<file path="config.mk">
export PLATFORM = sky130hd
export DESIGN_NAME = obstacle_pool
export DESIGN_NICKNAME = d
export VERILOG_FILES = /design/src/rtl/dino_pkg.sv /design/src/rtl/obstacle_slot.sv /design/src/rtl/obstacle_pool.sv
export SDC_FILE = /design/constraint.sdc
export NUM_CORES = 1
export LEC_CHECK = 0
export ABC_AREA = 1
export CAP_MARGIN = 20
export CORE_MARGIN = 4
export CORE_UTILIZATION = 54
export CTS_BUF_LIST = sky130_fd_sc_hd__clkbuf_2
export DETAILED_ROUTE_END_ITERATION = 10
export GPL_TIMING_DRIVEN = 0
export HOLD_SLACK_MARGIN = 0.12
export PLACE_DENSITY = 0.85
export REMOVE_ABC_BUFFERS = 1
export SLEW_MARGIN = 5
export SYNTH_ARGS = -nofsm -noshare
export SYNTH_HDL_FRONTEND = slang
export SYNTH_SLANG_ARGS = --single-unit
export TNS_END_PERCENT = 20
</file>
<file path="constraint.sdc">
create_clock -name clk -period 2.75 [get_ports clk]
set_clock_uncertainty 0.2 [all_clocks]
set_input_delay 0.6875 -clock clk [delete_from_list [all_inputs] [get_ports clk]]
set_output_delay 0.6875 -clock clk [all_outputs]
set_load 0.03 [all_outputs]
</file>
<file path="src/rtl/dino_pkg.sv">
// Shared constants and helpers for the dino runner obstacle logic.
// Obstacle type codes, screen width and the offscreen position helper.
package dino_pkg;

    localparam int SCREEN_W = 640;

    localparam logic [2:0] OBS_CACTUS_S = 3'd0;
    localparam logic [2:0] OBS_CACTUS_L = 3'd1;
    localparam logic [2:0] OBS_CACTUS_G = 3'd2;
    localparam logic [2:0] OBS_BIRD_LO  = 3'd3;
    localparam logic [2:0] OBS_BIRD_HI  = 3'd4;

    // All-ones position of width pw, right-aligned in 10 bits
    function automatic logic [9:0] offscreen(input int pw);
        return 10'h3FF >> (10 - pw);
    endfunction

    function automatic logic [2:0] wrap_type(input logic [2:0] r, input int nt);
        logic [3:0] n;
        n = 4'(nt);
        if ({1'b0, r} < n) return r;
        return 3'({1'b0, r} - n);
    endfunction

endpackage

</file>
<file path="src/rtl/obstacle_slot.sv">
// One obstacle slot: position, type and occupancy, scrolled per tick.
// A slot retiring on a tick only reports free from the following cycle.
module obstacle_slot
    import dino_pkg::*;
#(
    parameter int CONV = 2
) (
    input  logic          clk,
    input  logic          rst,
    input  logic          tick_i,
    input  logic          clear_i,
    input  logic          load_i,
    input  logic [2:0]    load_type_i,
    input  logic [2:0]    speed_i,
    output logic [9-CONV:0] pos_o,
    output logic [2:0]    type_o,
    output logic          active_o,
    output logic          free_o
);

    localparam int PW = 10 - CONV;
    localparam logic [9:0] OFF_W = offscreen(PW);
    localparam logic [PW-1:0] OFFSCREEN = OFF_W[PW-1:0];
    localparam logic [PW-1:0] SPAWN_X = PW'((SCREEN_W >> CONV) - 1);

    logic [PW-1:0] pos_q, pos_d;
    logic [2:0]    type_q, type_d;
    logic          active_q, active_d;
    logic [PW:0]   diff;

    // Borrow out of the extra bit means pos < speed
    assign diff = {1'b0, pos_q} - {{(PW-2){1'b0}}, speed_i};

    always_comb begin
        pos_d    = pos_q;
        type_d   = type_q;
        active_d = active_q;
        if (clear_i) begin
            pos_d    = OFFSCREEN;
            type_d   = 3'd0;
            active_d = 1'b0;
        end else if (tick_i) begin
            if (active_q) begin
                if (diff[PW]) begin
                    pos_d    = OFFSCREEN;
                    type_d   = 3'd0;
                    active_d = 1'b0;
                end else begin
                    pos_d = diff[PW-1:0];
                end
            end else if (load_i) begin
                pos_d    = SPAWN_X;
                type_d   = load_type_i;
                active_d = 1'b1;
            end
        end
    end

    always_ff @(posedge clk) begin
        if (rst) begin
            pos_q    <= OFFSCREEN;
            type_q   <= 3'd0;
            active_q <= 1'b0;
        end else begin
            pos_q    <= pos_d;
            type_q   <= type_d;
            active_q <= active_d;
        end
    end

    assign pos_o    = pos_q;
    assign type_o   = type_q;
    assign active_o = active_q;
    assign free_o   = ~active_q;

endmodule

</file>
<file path="src/rtl/obstacle_pool.sv">
// Pool of NUM_OBS scrolling obstacles with LFSR-randomised spawn gaps.
// Speed ramp is built only when OBSTACLE_POOL_SPEED_RAMP_EN is defined.
module obstacle_pool
    import dino_pkg::*;
#(
    parameter int NUM_OBS   = 2,
    parameter int CONV      = 2,
    parameter int NUM_TYPES = 5,
    parameter int MIN_GAP   = 24,
    parameter int MAX_SPEED = 3
) (
    input  logic                       clk,
    input  logic                       rst,
    input  logic                       game_tick,
    input  logic                       game_start,
    input  logic                       game_frozen,
    input  logic                       speed_up,
    input  logic [7:0]                 rng,
    output logic [NUM_OBS*(10-CONV)-1:0] obs_pos,
    output logic [NUM_OBS*3-1:0]       obs_type,
    output logic [NUM_OBS-1:0]         obs_active,
    output logic [2:0]                 speed
);

    localparam int PW = 10 - CONV;
    localparam int GW = $clog2(MIN_GAP + 32);

    logic               tick_en;
    logic [NUM_OBS-1:0] free;
    logic [NUM_OBS-1:0] load_sel;
    logic               found;
    logic               spawn;
    logic [GW-1:0]      gap_q, gap_d, gap_dec;
    logic [2:0]         spawn_type;

    assign tick_en    = game_tick & ~game_frozen & ~game_start;
    assign gap_dec    = (gap_q != '0) ? gap_q - 1'b1 : '0;
    assign spawn      = tick_en & (gap_dec == '0) & (|free);
    assign spawn_type = wrap_type(rng[2:0], NUM_TYPES);

    always_comb begin
        load_sel = '0;
        found    = 1'b0;
        for (int i = 0; i < NUM_OBS; i++) begin
            if (free[i] && !found) begin
                load_sel[i] = 1'b1;
                found       = 1'b1;
            end
        end
    end

    always_comb begin
        gap_d = gap_q;
        if (game_start) begin
            gap_d = GW'(MIN_GAP);
        end else if (tick_en) begin
            gap_d = spawn ? GW'(MIN_GAP) + GW'(rng[7:3]) : gap_dec;
        end
    end

    always_ff @(posedge clk) begin
        if (rst) gap_q <= GW'(MIN_GAP);
        else     gap_q <= gap_d;
    end

`ifdef OBSTACLE_POOL_SPEED_RAMP_EN
    logic [2:0] speed_q, speed_d;

    always_comb begin
        speed_d = speed_q;
        if (game_start) begin
            speed_d = 3'd1;
        end else if (speed_up && !game_frozen && speed_q < 3'(MAX_SPEED)) begin
            speed_d = speed_q + 3'd1;
        end
    end

    always_ff @(posedge clk) begin
        if (rst) speed_q <= 3'd1;
        else     speed_q <= speed_d;
    end

    assign speed = speed_q;
`else
    logic unused_speed_up;
    assign unused_speed_up = speed_up;
    assign speed = 3'd1;
`endif

    for (genvar g = 0; g < NUM_OBS; g++) begin : g_slot
        obstacle_slot #(
            .CONV(CONV)
        ) u_slot (
            .clk        (clk),
            .rst        (rst),
            .tick_i     (tick_en),
            .clear_i    (game_start),
            .load_i     (spawn & load_sel[g]),
            .load_type_i(spawn_type),
            .speed_i    (speed),
            .pos_o      (obs_pos[g*PW +: PW]),
            .type_o     (obs_type[g*3 +: 3]),
            .active_o   (obs_active[g]),
            .free_o     (free[g])
        );
    end

endmodule

</file>
Word level (Yosys, flattened, before mapping) --
Cells that the tools add are included.
Word-level totals: register bits after elaboration 30, bits in latches 0, bits in writable memories 0, ROM bits 0, input port bits 14, output and inout port bits 27, word-level logic and storage cells 61, memories kept 0
Cells by class: $add $sub $neg 5, multipliers 0, div/mod/pow operators 0, order comparisons 1, equality and inequality tests 2, shift operators 0, mux-type cells 25, bitwise gates (word level) 10, reduce and logical (&&, ||, !) cells 11
Operators by type and width (number):
- $mux 8 | 6
- $mux 3 | 8
- $sub 8x1->9 const B | 2
- $mux 6 | 2
- $mux 1 | 9
- $add 5x5->6 const A | 1
- $and 1x1->1 | 6
- $logic_not 6->1 | 1
- $reduce_and 3->1 | 2
- $reduce_bool 6->1 | 1
- $sub 6x1->6 const B | 1
- $ne 2x2->1 const B | 2
- $not 1->1 | 4
- $reduce_and 2->1 | 2
- $reduce_bool 2->1 | 2
- $reduce_or 2->1 | 2
- $lt 3x3->1 const B | 1
- $sub 3x3->3 const B | 1
- $logic_and 1x1->1 | 1

Longest topological paths before layout --
Gate-level depths: netlist of run 1.
word-level depth 8, mapped depth 13, mapped depth without buffers 13

Cells and area by module --
Synthesis of run 1 repeated with hierarchy kept, for this count alone.
Unflattened totals: cells, all modules 318, area total of the unflattened synthesis 2162.1 sq um
By module, submodules not included:
- obstacle_slot | instances 2, cells each 107, area each 753.2 sq um, sequential area each 240.2 sq um
- obstacle_pool | instances 1, cells each 104, area each 655.6 sq um, sequential area each 120.1 sq um

Worst setup path before layout of run 1 --
No wires, ideal clock.
path type input port to flip-flop, start input game_frozen, end register g_slot[0].u_slot.pos_q[3], setup time 135 ps, arrival time 1698 ps, data required time 2415 ps, slack 717 ps, cell stages on the path 11, buffers on the path 1, cell sequence inv_1 -> nand3_2 -> a21oi_1 -> nand3_2 -> nor2_4 -> nand2_4 -> nand2_8 -> buf_8 -> nand2_1 -> nand2_1 -> nand4_1
Between the ends: longest elaborated chain between the ends 8
Ends and longest elaborated chain:
- from (decl) | RTL line obstacle_pool.sv:16 | input logic game_frozen,
- $not 1->1 * | RTL line obstacle_pool.sv:36 | assign tick_en = game_tick & ~game_frozen & ~game_start;
- $and 1x1->1 * (2 in series) | RTL line obstacle_pool.sv:36
- $and 1x1->1 (2 in series) | RTL line obstacle_pool.sv:38 | assign spawn = tick_en & (gap_dec == '0) & (|free);
- $and 1x1->1 | RTL line obstacle_pool.sv:98 | .load_i (spawn & load_sel[g]),
- $reduce_bool 2->1 (no line)
- $reduce_and 2->1 (no line) *
- to (signal assigned) | RTL line obstacle_slot.sv:65 | pos_q <= pos_d;
- to (decl) | RTL line obstacle_slot.sv:26 | logic [PW-1:0] pos_q, pos_d;
Every way passes the cells marked *; elsewhere a longest branch is shown, timed or not. A chain may end at the register's enable or synchronous reset.

Worst setup path in the final report of run 1 --
start register g_slot[0].u_slot.active_q, end output obs_active[0]
RTL lines:
- from (decl) | RTL line obstacle_slot.sv:28 | logic active_q, active_d;
- from (signal assigned) | RTL line obstacle_slot.sv:67 | active_q <= active_d;
- to (decl) | RTL line obstacle_pool.sv:21 | output logic [NUM_OBS-1:0] obs_active,
No word-level cell between the ends.

==> impl_metrics.tcl, run 1 <==
set metrics [dict create \
    status "completed" \
    fillers 304 \
    path_cells "clkdlybuf4s50_1" \
    die_area_um2 4430 \
    peakVddDrop_mv 0.176 \
    ys_seq_elements 30 \
    num_vias 1738 \
    antenna_found_initial 0 \
    final-max-slew-violation-count 0 \
    crit_path_top_delay_cell "clkdlybuf4s50_1" \
    synth_compound_area_share_pct 14.4 \
    row_count 21 \
    overflow 0 \
    rsz0062_at_grt "no" \
    fmax_mhz 408 \
    hp-class "reg -> reg" \
    grt.total_usage_pct 19.5 \
    r2r_start "gap_q[0]" \
    seq_area_frac_synth_pct 32.4 \
    place.gp.congestion 0.826 \
    finalSetupViolCount 0 \
    syn2layout_area_growth_pct 21.6 \
    firstDrtPassIters 4 \
    wl_per_cell_um 11.2 \
    diodes 0 \
    routed_wl_um 3800 \
    cap_violations 0 \
    synth_edf_count 0 \
    synthAdderAreaFrac_pct 4.05 \
    cp.depth 1 \
    path_clk_slew_ns 0.14 \
    num-nets-final 316 \
    p_seq_share_pct 61.8 \
    critPathMaxFanout 7 \
    die_x_um 66.6 \
    p_leak_nw 0.998 \
    antenna_left 0 \
    hold_viol_final 0 \
    cts_tree "done" \
    p_sw_mw 0.190 \
    reg2reg_to "g_slot[1].u_slot.pos_o[6]" \
    h-tree-depth 2 \
    power_frac_clock_pct 27.5 \
    die_h_um 66.6 \
    fin_hold_ws_ns 0.278 \
    clock_latency_ns 0.36 \
    clock-root-buffer "clkbuf_2" \
    drcViolationCount 0 \
    grt_pass1_vias 1673 \
    cts_buffers 5 \
    p_comb_share_pct 10.7 \
    pre_cts_ws_ns -0.0190 \
    crit_buf_inv 1 \
    synth_xor_area_share_pct 2.36 \
    final_layout_size_suffix_gt1_share_pct 10.8 \
    first_iter_violations 171 \
    synth_top_family_by_area "simple AND/OR/NAND/NOR gates" \
    p_per_area_nw_per_um2 316 \
    avgSynthCellArea_um2 7.12 \
    core_um2 3340 \
    netSwitchingFraction_pct 26.7 \
    required_ns 1.86 \
    cp-startpoint "g_slot[0].u_slot.active_o" \
    synth-simple-area-share_pct 33.7 \
    async_flop_share_pct 0 \
    critPathMaxStageDelay_ns 0.73 \
    worst_slack_ns 0.298 \
    crit_type "reg -> out" \
    cp_top_family "buffers and inverters" \
    hold_buffers 0 \
    cp.arrival_ns 1.56 \
    cts.sinks 30 \
    viasPerCell 5.10 \
    r2r_cells 11 \
    cp-start-kind "flip-flop" \
    yosys_most_used_dff "dfxtp_1" \
    critical_path.endpoint "obs_active[0]" \
    netlist_area_um2 1850 \
    start_util_pct 55.5 \
    hpwl_um 2900 \
    grt_pass1_wl_um 6790 \
    clockBufferDepth 2 \
    crit_path_end_kind "output port" \
    reg2reg_slack_ns 0.61 \
    cts_resized 0 \
    synthCells 260 \
    finalCriticalPeriod_ns 2.45 \
    synthMuxAreaShare_pct 0 \
    intPower_mw 0.521 \
    portBuffers 36 \
    ys_types 32 \
    cts_setup_buffers 0 \
    fin_crit_sh_pct 89.2 \
    grt_max_degree 20 \
    io_pins 41 \
    yosysWarnings 0 \
]
==> cell usage in the layout (no fill, tap or decap), types with 6 or more instances in the layout <==
master,n
a21oi_1,11
clkdlybuf4s50_1,36
dfxtp_1,30
ha_1,6
inv_1,40
nand2_1,54
nand3_1,26
nor2_1,17
o21ai_0,11
==> logic make-up after synthesis <==
logic type,Yosys count
xor gates and xnor gates,5
AOI/OAI and AO/OA,42
adders and majority gates,6
DFF,30
and+or+nand+nor,125
other,2
buffers and inverters,50
==> worst min-delay path by stage <==
stage / start / end / slack (ns) / cells after the start
after floorplan: gap_q[5] / gap_q[5] / 0.28 / 2
after global placement: g_slot[1].u_slot.pos_o[5] / g_slot[1].u_slot.pos_o[5] / 0.26 / 2
after detailed placement: g_slot[1].u_slot.pos_o[5] / g_slot[1].u_slot.pos_o[5] / 0.26 / 2
after CTS: g_slot[0].u_slot.type_o[1] / g_slot[0].u_slot.type_o[1] / 0.28 / 2
after global routing: g_slot[1].u_slot.pos_o[5] / g_slot[1].u_slot.pos_o[5] / 0.32 / 2
final: g_slot[0].u_slot.type_o[1] / g_slot[0].u_slot.type_o[1] / 0.28 / 2
==> cell type report <==
class | count | area, um^2 | area share (%)
Sequential cell | 30 | 601 | 26.7
Clock buffer | 5 | 25.0 | 1.11
Inverter | 41 | 154 | 6.83
Tap cell | 46 | 57.6 | 2.56
Clock inverter | 1 | 3.75 | 0.167
Timing Repair Buffer | 37 | 388 | 17.2
Multi-Input combinational cell | 181 | 1020 | 45.4
==> per-layer routing <==
| layer | GRT usage [%] | part of all wire, % | vias up | wire (um) |
|---|---|---|---|---|
| met5 | 0 | 0 | - | 0 |
| met4 | 7.87 | 1.7 | 0 | 63 |
| met3 | 4.38 | 4.6 | 8 | 175 |
| met2 | 30.9 | 47 | 43 | 1780 |
| met1 | 25.3 | 47 | 778 | 1780 |
| li1 | - | - | 909 | - |
==> Yosys cell counts, types with 2 or more instances <==
cell type / n / area share (%)
a21oi_1: 11 / 3.0
a31oi_1: 2 / 0.68
buf_4: 5 / 2.0
clkbuf_1: 2 / 0.41
conb_1: 2 / 0.41
dfxtp_1: 30 / 32
ha_1: 6 / 4.1
inv_1: 40 / 8.1
nand2_1: 54 / 11
nand2_2: 4 / 1.4
nand2_4: 2 / 1.2
nand3_1: 26 / 7.0
nand3_2: 4 / 2.2
nand4_1: 5 / 1.7
nor2_1: 18 / 3.6
nor2_4: 2 / 1.2
nor3_1: 5 / 1.4
o211ai_1: 5 / 2.0
o211ai_2: 3 / 2.0
o21ai_0: 11 / 3.0
o21ai_1: 5 / 1.4
o21ai_2: 4 / 1.9
xor2_1: 5 / 2.4
==> worst reg2reg max path: cells and delay by family (launching register included) <==
family	cells	cell delay, ns
and+or+nand+nor	7	0.92
AOI/OAI and AO/OA	1	0.08
DFF	1	0.33
buffers and inverters	2	0.27
adders and majority gates	1	0.22
==> metrics by stage <==
| step | utilization [%] | total power, mW | std cells | cell area, um^2 | setup TNS, ns |
|---|---|---|---|---|---|
| 6_report | 67.5 | 0.711 | 341 | 2250 | 0 |
| 5_1_grt | 67.5 | 0.741 | 341 | 2250 | 0 |
| 4_1_cts | 67.5 | 0.717 | 341 | 2250 | 0 |
| 3_5_place_dp | 66.6 | 0.525 | 335 | 2220 | -0.0331 |
| 3_3_place_gp | 65.7 | 0.518 | 334 | 2190 | -12.13 |
| 2_1_floorplan | - | 0.492 | 252 | 1780 | 0 |
==> power by group through the flow <==
stage                     sequential (mW)  clock [mW]  combinational (mW)
after global routing                0.440       0.215              0.0863
after global placement              0.449           0              0.0697
after floorplan                     0.448           0              0.0434
final                               0.439       0.195              0.0761
after detailed placement            0.449           0              0.0761
after CTS                           0.439       0.202              0.0765
==> state kept, by name, indices dropped and copies added, names as in the netlist <==
register and count:
g_slot.u_slot.active_o 2, g_slot.u_slot.pos_o 16, g_slot.u_slot.type_o 6, gap_q 6
Note: power is estimated with default switching activity, not from simulation.
==> run 2, diff against run 1 <==
==> constraint.sdc (replaced) <==
create_clock -name clk -period 2.9 [get_ports clk]
set_clock_uncertainty 0.2 [all_clocks]
set_input_delay 0.725 -clock clk [delete_from_list [all_inputs] [get_ports clk]]
set_output_delay 0.725 -clock clk [all_outputs]
set_load 0.03 [all_outputs]
==> results of run 2 <==
The final DEF is identical to that of run 1. Status: completed.
Among the figures that moved: setup slack after placement -0.0190 ns -> 0.0935 ns; setup slack after layout 0.298 ns -> 0.410 ns; register-to-register setup slack 0.61 ns -> 0.76 ns; total power 0.711 mW -> 0.674 mW; worst IR drop on VDD 0.176 mV -> 0.167 mV
==> run 3, diff against run 2 <==
--- a/config.mk
+++ b/config.mk
@@ -7,7 +7,8 @@
 export LEC_CHECK = 0
 export ABC_AREA = 1
 export CAP_MARGIN = 20
-export CORE_MARGIN = 4
+export CORE_ASPECT_RATIO = 2
+export CORE_MARGIN = 1.5
 export CORE_UTILIZATION = 54
 export CTS_BUF_LIST = sky130_fd_sc_hd__clkbuf_2
 export DETAILED_ROUTE_END_ITERATION = 10
==> run 3 against run 2 <==
  * The run now ends with DRC left
  * Core utilization up 3.1 points
  * Final cell count down 3.8%
  * Global-route usage up 4.2 points
  * Sequential share of layout area down 0.34 points
  * Die area down 14%
  * Setup slack worse by 0.044 ns
  * First-iteration DRC count down 83%
  * Largest cell class unchanged
==> impl_metrics.tcl, run 3 (synthesis gave the netlist of run 1 again) <==
set metrics [dict create \
    cts_resized 0 \
    diodes 0 \
    violations "DRC" \
    final-max-slew-violation-count 0 \
    final_layout_size_suffix_gt1_share_pct 11.4 \
    status "finished, violations left" \
    worst_slack_ns 0.366 \
    portBuffers 36 \
    clockBufferDepth 2 \
    rsz0062_at_grt "no" \
    slew_headroom_pct 59.2 \
    row_count 29 \
    min_from "g_slot[1].u_slot.pos_o[5]" \
    cap_violations 0 \
    fin_hold_ws_ns 0.278 \
    fillers 290 \
    cts_setup_buffers 0 \
    final_common_cell "nand2_1" \
    overflow 0 \
    start_util_pct 57.3 \
    io_pins 41 \
    grt_max_degree 15 \
    path_clk_slew_ns 0.19 \
    finalSetupViolCount 0 \
    hold_buffers 0 \
    antenna_found_initial 0 \
    r2r_start "gap_q[0]" \
    first_iter_violations 29 \
    cp.arrival_ns 1.61 \
    fmax_mhz 395 \
    syn2layout_area_growth_pct 23.2 \
    reg2reg_to "g_slot[1].u_slot.pos_o[6]" \
    finalCriticalPeriod_ns 2.53 \
    hpwl_um 3110 \
    place.gp.congestion 0.841 \
    fin_util_pct 70.6 \
    p_leak_nw 1.02 \
    hold_viol_final 0 \
    routed_wl_um 3960 \
    hp-class "reg -> reg" \
    path_cells "clkdlybuf4s50_1" \
    largest_register_ffs 16 \
    seqCellArea_um2 601 \
    crit_path_end_kind "output port" \
    drcViolationCount 3 \
    layout.cells.most_common_list "nand2_1 (54), inv_1 (40), clkdlybuf4s50_1 (36), dfxtp_1 (30), nand3_1 (26)" \
    antenna_left 0 \
    critical_path.endpoint "obs_active[0]" \
    critPathMaxStageDelay_ns 0.72 \
    die_x_um 44.4 \
    multi_input_area_um2 1020 \
    grt.total_usage_pct 23.7 \
    pre_cts_ws_ns 0.124 \
    reg2reg_slack_ns 0.78 \
    crit_type "reg -> out" \
    num_vias 1784 \
    peakVddDrop_mv 0.477 \
    wl_per_cell_um 12.1 \
    cts_tree "done" \
    grt_pass1_wl_um 6890 \
    die_h_um 85.8 \
    viasPerCell 5.44 \
    die_area_um2 3810 \
    cp-startpoint "g_slot[0].u_slot.active_o" \
    cts.sinks 30 \
    clock-root-buffer "clkbuf_2" \
    required_ns 1.98 \
    worstMarginPinSlew_ns 0.611 \
    crit_path_top_delay_cell "clkdlybuf4s50_1" \
    num-nets-final 316 \
    critPathMaxFanout 7 \
    cts_buffers 5 \
    firstDrtPassIters 10 \
    cp-start-kind "flip-flop" \
    p_per_area_nw_per_um2 385 \
    cp.depth 1 \
    clock_latency_ns 0.39 \
    h-tree-depth 2 \
    r2r_cells 11 \
    grt_pass1_vias 1727 \
    cp_top_family "buffers and inverters" \
    crit_buf_inv 1 \
    core_um2 3230 \
    fin_crit_sh_pct 87.4 \
]
[run 3: cell count changes in the layout (fill, tap and decap cells not counted), sizes merged]
| cell | previous run | this run |
|---|---|---|
| bufinv | 0 | 2 |
[run 3: report_power, final]
part	total, mW	switching, mW	internal, mW	leakage (nW)
clock	0.389	0.160	0.230	0.0506
sequential	0.417	0.00212	0.415	0.243
combinational	0.0716	0.0419	0.0297	0.728
total	0.878	0.204	0.674	1.02
[run 3: worst min-delay path by stage]
stage	cells after the start	slack, ns	to
2_1_floorplan	2	0.28	gap_q[5]
3_3_place_gp	2	0.25	g_slot[1].u_slot.pos_o[5]
3_5_place_dp	2	0.26	g_slot[1].u_slot.pos_o[5]
4_1_cts	2	0.28	g_slot[1].u_slot.pos_o[5]
5_1_grt	2	0.31	g_slot[0].u_slot.type_o[2]
6_report	2	0.28	g_slot[1].u_slot.pos_o[5]
[run 3: metrics by stage]
step           total power [mW]  instance area (um^2)  TNS [ns]  instances
6_report                  0.878                  2280         0        328
5_1_grt                   0.904                  2280         0        328
4_1_cts                   0.882                  2280         0        328
3_5_place_dp              0.497                  2190         0        320
3_3_place_gp              0.493                  2170     -9.35        319
2_1_floorplan             0.466                  1780         0        252
[run 3: layer usage]
| metal | vias to the layer above | routed length, um | track usage [%] |
|---|---|---|---|
| li1 | 915 | - | - |
| met1 | 817 | 1470 | 22.8 |
| met2 | 40 | 2200 | 43.0 |
| met3 | 12 | 143 | 4.42 |
| met4 | 0 | 140 | 15.2 |
| met5 | - | 0 | 0 |
[run 3: area by class of cell]
type	count	share of cell area, %
Clock buffer	5	1.10
Clock inverter	3	2.80
Inverter	41	6.75
Multi-Input combinational cell	181	44.9
Sequential cell	30	26.3
Tap cell	31	1.70
Timing Repair Buffer	37	16.5
